[src/rtl/qtz_sched_ctrl.sv]
// Stallable, abortable sequencer for the quantizing datapath: steps chunk/segment
// selects, strobes the output register bank and hands finished segments downstream.
module qtz_sched_ctrl #(
    parameter int NUM_CHUNKS      = 4,
    parameter int NUM_SEGMENTS    = 2,
    parameter int FEATURE_COUNT   = 617,
    parameter int FEATURES_PER_CC = 155,
    parameter int SETTLE_CYCLES   = 1,
    localparam int CTR_W = (NUM_CHUNKS > 1)    ? $clog2(NUM_CHUNKS)    : 1,
    localparam int SEG_W = (NUM_SEGMENTS > 1)  ? $clog2(NUM_SEGMENTS)  : 1,
    localparam int CNT_W = (SETTLE_CYCLES > 1) ? $clog2(SETTLE_CYCLES) : 1
) (
    input  logic             clk,
    input  logic             rst,
    input  logic             en,
    input  logic             start,
    input  logic             abort,
    input  logic             out_ready,
    output logic [CTR_W-1:0] ctr,
    output logic [SEG_W-1:0] hv_segment,
    output logic             load_en,
    output logic [7:0]       lane_count,
    output logic             out_valid,
    output logic             busy,
    output logic             mapping_done
);

    localparam logic [CTR_W-1:0] CTR_LAST   = CTR_W'(NUM_CHUNKS - 1);
    localparam logic [SEG_W-1:0] SEG_LAST   = SEG_W'(NUM_SEGMENTS - 1);
    localparam logic [CNT_W-1:0] CNT_LAST   = CNT_W'(SETTLE_CYCLES - 1);
    localparam logic [7:0]       FULL_LANES = 8'(FEATURES_PER_CC);
    localparam logic [7:0]       LAST_LANES = 8'(FEATURE_COUNT - (NUM_CHUNKS - 1) * FEATURES_PER_CC);

    typedef enum logic [2:0] {
        S_IDLE,
        S_SETTLE,
        S_CAPTURE,
        S_HOLD,
        S_DONE
    } state_t;

    state_t           state_q, state_d;
    logic [CTR_W-1:0] ctr_q, ctr_d;
    logic [SEG_W-1:0] seg_q, seg_d;
    logic [CNT_W-1:0] cnt_q, cnt_d;

    always_ff @(posedge clk) begin
        if (rst) begin
            state_q <= S_IDLE;
            ctr_q   <= '0;
            seg_q   <= '0;
            cnt_q   <= '0;
        end else begin
            state_q <= state_d;
            ctr_q   <= ctr_d;
            seg_q   <= seg_d;
            cnt_q   <= cnt_d;
        end
    end

    // Abort overrides everything, including a pending handshake; en=0 freezes all.
    always_comb begin
        state_d = state_q;
        ctr_d   = ctr_q;
        seg_d   = seg_q;
        cnt_d   = cnt_q;
        if (abort) begin
            state_d = S_IDLE;
            ctr_d   = '0;
            seg_d   = '0;
            cnt_d   = '0;
        end else if (en) begin
            unique case (state_q)
                S_IDLE: begin
                    if (start) begin
                        state_d = S_SETTLE;
                        ctr_d   = '0;
                        seg_d   = '0;
                        cnt_d   = '0;
                    end
                end
                S_SETTLE: begin
                    cnt_d = cnt_q + CNT_W'(1);
                    if (cnt_q == CNT_LAST) begin
                        state_d = S_CAPTURE;
                    end
                end
                S_CAPTURE: begin
                    if (ctr_q != CTR_LAST) begin
                        ctr_d   = ctr_q + CTR_W'(1);
                        cnt_d   = '0;
                        state_d = S_SETTLE;
                    end else begin
                        state_d = S_HOLD;
                    end
                end
                S_HOLD: begin
                    if (out_ready) begin
                        if (seg_q != SEG_LAST) begin
                            seg_d   = seg_q + SEG_W'(1);
                            ctr_d   = '0;
                            cnt_d   = '0;
                            state_d = S_SETTLE;
                        end else begin
                            state_d = S_DONE;
                        end
                    end
                end
                S_DONE: begin
                    state_d = S_IDLE;
                    ctr_d   = '0;
                    seg_d   = '0;
                end
                default: begin
                    state_d = S_IDLE;
                end
            endcase
        end
    end

    // Strobes are suppressed while disabled so a stalled capture/done fires once on resume.
    assign load_en      = (state_q == S_CAPTURE) && en;
    assign mapping_done = (state_q == S_DONE) && en;
    assign out_valid    = (state_q == S_HOLD);
    assign busy         = (state_q != S_IDLE);
    assign ctr          = ctr_q;
    assign hv_segment   = seg_q;
    assign lane_count   = (ctr_q == CTR_LAST) ? LAST_LANES : FULL_LANES;

endmodule

[config.mk]
export PLATFORM = sky130hd
export DESIGN_NAME = qtz_sched_ctrl
export DESIGN_NICKNAME = d
export VERILOG_FILES = /design/src/rtl/qtz_sched_ctrl.sv
export SDC_FILE = /design/constraint.sdc
export NUM_CORES = 1
export LEC_CHECK = 0
export BUFFER_PORTS_ARGS = -buffer_cell sky130_fd_sc_hd__buf_2
export CORE_AREA = 5 5 42 44
export CTS_CLUSTER_DIAMETER = 120
export DETAILED_ROUTE_END_ITERATION = 16
export DIE_AREA = 0 0 47 49
export GPL_TIMING_DRIVEN = 0
export PLACE_DENSITY = 0.75
export SLEW_MARGIN = 20
export SYNTH_ARGS = -nofsm -noshare
export SYNTH_HDL_FRONTEND = slang
export SYNTH_SLANG_ARGS = --single-unit
[constraint.sdc]
create_clock -name clk -period 4.5 [get_ports clk]
set_input_delay 0.675 -clock clk [delete_from_list [all_inputs] [get_ports clk]]
set_output_delay 0.675 -clock clk [all_outputs]
set_load 0.05 [all_outputs]
==> out/metrics.cfg <==
[run_status]
run_status = complete, no violations

[cts]
cts_setup_buffers = 0
clk_path_buf_depth = 2
cts_tree = done
cts.reportedPaths.clkPinSlew_ps = 60
root_buffer = clkbuf_4
clock-sinks = 7
cts_resized = 0
cts_buffers = 3
cts.hold.buffers_added = 0
htreeDepth = 1
clk-insertion-delay-late_ps = 250

[placed_design]
pre_cts_slack_ps = 2400
io_buffers = 14
dp.cells = 99
gp_congestion = 0.771
dp_hpwl_um = 833

[critical_path]
cp-end-kind = output port
r2r_end = hv_segment
crit_start = state_q[1]
r2r-start = state_q[2]
start_kind = register
rrSetupSlack_ps = 2950
crit_fanout = 10
critPathKind = register to output port
r2r_cells = 4
worst_ep_arrival_time_ps = 1710
cp_data_required_time_ps = 3830

[global_route]
grt_pass1_vias = 441
track_usage_pct = 10.6
antenna_found_initial = 0
grt_max_degree = 11
grt_overflow = 0
grt_pass1_wl_um = 1840

[route]
ant_nets = 0
wl_per_cell_um = 11.1
drcViolationCount = 0
drt_iter0_markers = 10
vias = 507
drt-total-wl_um = 1150
via_per_inst = 4.92
first_pass_iters = 4

[hold_path]
min_path_cells = 2
worstHoldEndpoint = ctr[1]
hp-start = ctr[1]
worst_hold_path_type = register to register

[floorplanning]
io_pins = 21
core-area_um2 = 1400
initial_utilization_pct = 37.9
die_area_um2 = 2300
fp.dieH_um = 49
placementRows = 14
die_w_um = 47

[synthesis]
synth-xor-area-share_pct = 0
yosysMostFrequentCell = nand2_1
syn_area_um2 = 532
syn_inst = 65
synth_area_per_cell_um2 = 8.18
yosys_register_bits = 7
synth.top_cell.area_share_pct = 26.4
synth-compound-area-share_pct = 25.4
yosys.area_share.simple_pct = 25.4
ys_warn_count = 0
postSynth.asyncResetShare_pct = 0
synthMuxAreaShare_pct = 5.65
seq_area_frac_synth_pct = 26.4
synth_top_family_by_area = compound AO/OA/AOI/OAI gates
synth_fa_ha_area_share_pct = 2.35
synth_flop_cell = dfxtp_1
synth_common_cells = nand2_1 (8), buf_4 (7), dfxtp_1 (7)
synth_top_cell_by_area = dfxtp_1
netlist-cell-type-count = 30
synth.area.top_cells = dfxtp_1 (26%), buf_4 (9.9%), mux2i_1 (5.6%), nand2_1 (5.6%), o221a_1 (4.2%)
synth_edf_count = 0

[layout]
nets = 95
finalCoreUtilization_pct = 47.3
insertedDiodeCount = 0
syn2layout_area_growth_pct = 24.7
regArea_um2 = 140
multi_input_area_um2 = 335
drive_gt1_share_pct = 32.2
finalNonFillerCells = 103
nFillCells = 135

[timing]
rsz0062_at_grt = false
timing.final.ws_setup_ps = 2110
drv_slew = 0
setup_viol = 0
fmax_ghz = 0.419
post-route-period-util_pct = 53.0
finalHoldViolations = 0
layout_min_cycle_time_ps = 2390
skew_ps = 3.83
setup_tns_ps = 0

[run]
max_cap_viol_count = 0

[power_and_ir_drop]
leakage_uw = 0.000306
vdd_drop_max_uv = 157
cellPowerDensity_nw_per_um2 = 243

==> kinds of logic (layout without fill, tap and decap cells) <==
| kind of cell | after synthesis | in the layout |
|---|---|---|
| other | 2 | 6 |
| AO/OA/AOI/OAI | 15 | 15 |
| flip-flops | 7 | 7 |
| adder cells (fa/ha/maj) | 1 | 1 |
| multiplexers | 3 | 3 |
| buffers and inverters | 12 | 30 |
| AND/OR/NAND/NOR | 25 | 25 |
==> layout by cell type (no fill, tap or decap) <==
master / n
ha_1: 1
clkbuf_1: 5
mux2i_1: 3
and2_1: 1
o311a_4: 1
nand2_1: 8
a31o_1: 1
o21ai_0: 2
a21oi_1: 2
nor2_1: 4
dfxtp_1: 7
nand4b_1: 1
nand3_1: 2
or3_1: 2
o311ai_2: 1
o31ai_1: 1
nand3b_1: 2
nand2b_1: 1
a31oi_1: 1
inv_1: 1
nor3b_1: 1
o31a_1: 1
or4_4: 1
buf_2: 14
o221a_1: 2
conb_1: 6
a21boi_1: 1
a211oi_1: 1
and3_1: 2
clkbuf_4: 3
o21ai_2: 1
buf_4: 7
==> power by group <==
group / internal, µW / switching (µW) / leakage (µW)
sequential: 62.8 / 0.775 / 0.0000566
combinational: 13.1 / 25.1 / 0.000234
clock: 34.0 / 25.3 / 0.0000150
total: 110 / 51.2 / 0.000306
==> area by class of cell <==
class | count | share of cell area [%]
Multi-Input combinational cell | 50 | 50.6
Sequential cell | 7 | 21.1
Timing Repair Buffer | 14 | 10.6
Buffer | 11 | 10.2
Clock buffer | 4 | 3.96
Tap cell | 16 | 3.02
Inverter | 1 | 0.566
==> sequential cells by signal, summed over array words and instances (netlist names) <==
name	count
ctr	2
hv_segment	1
state_q	3
cnt_q	1
==> metal layers <==
metal | up-vias | global-route usage (%) | share of wire [%]
met4 | 0 | 5.53 | 0.52
li1 | 265 | - | -
met3 | 2 | 3.32 | 5.1
met1 | 229 | 14.1 | 46
met2 | 11 | 14.9 | 49
met5 | - | 0 | 0
==> metrics by stage <==
step           hold slack, ps  total power [µW]  instance area (µm²)
3_5_place_dp              473               103                  637
5_1_grt                   510               169                  663
6_report                  486               161                  663
3_3_place_gp              467               102                  637
2_1_floorplan             452              96.6                  547
4_1_cts                   482               163                  663
==> how the worst max path moves through the flow <==
stage,to,depth (start not counted)
after floorplan,lane_count[1],3
after global routing,load_en,4
after CTS,load_en,4
after detailed placement,load_en,4
after global placement,load_en,4
final,load_en,4
==> worst max-delay path: stages (launching register included) <==
cell and delay [ps]:
dfxtp_1 360, clkbuf_1 310, nor3b_1 360, and2_1 170, buf_2 260
Power figures use the tool's default switching activity.
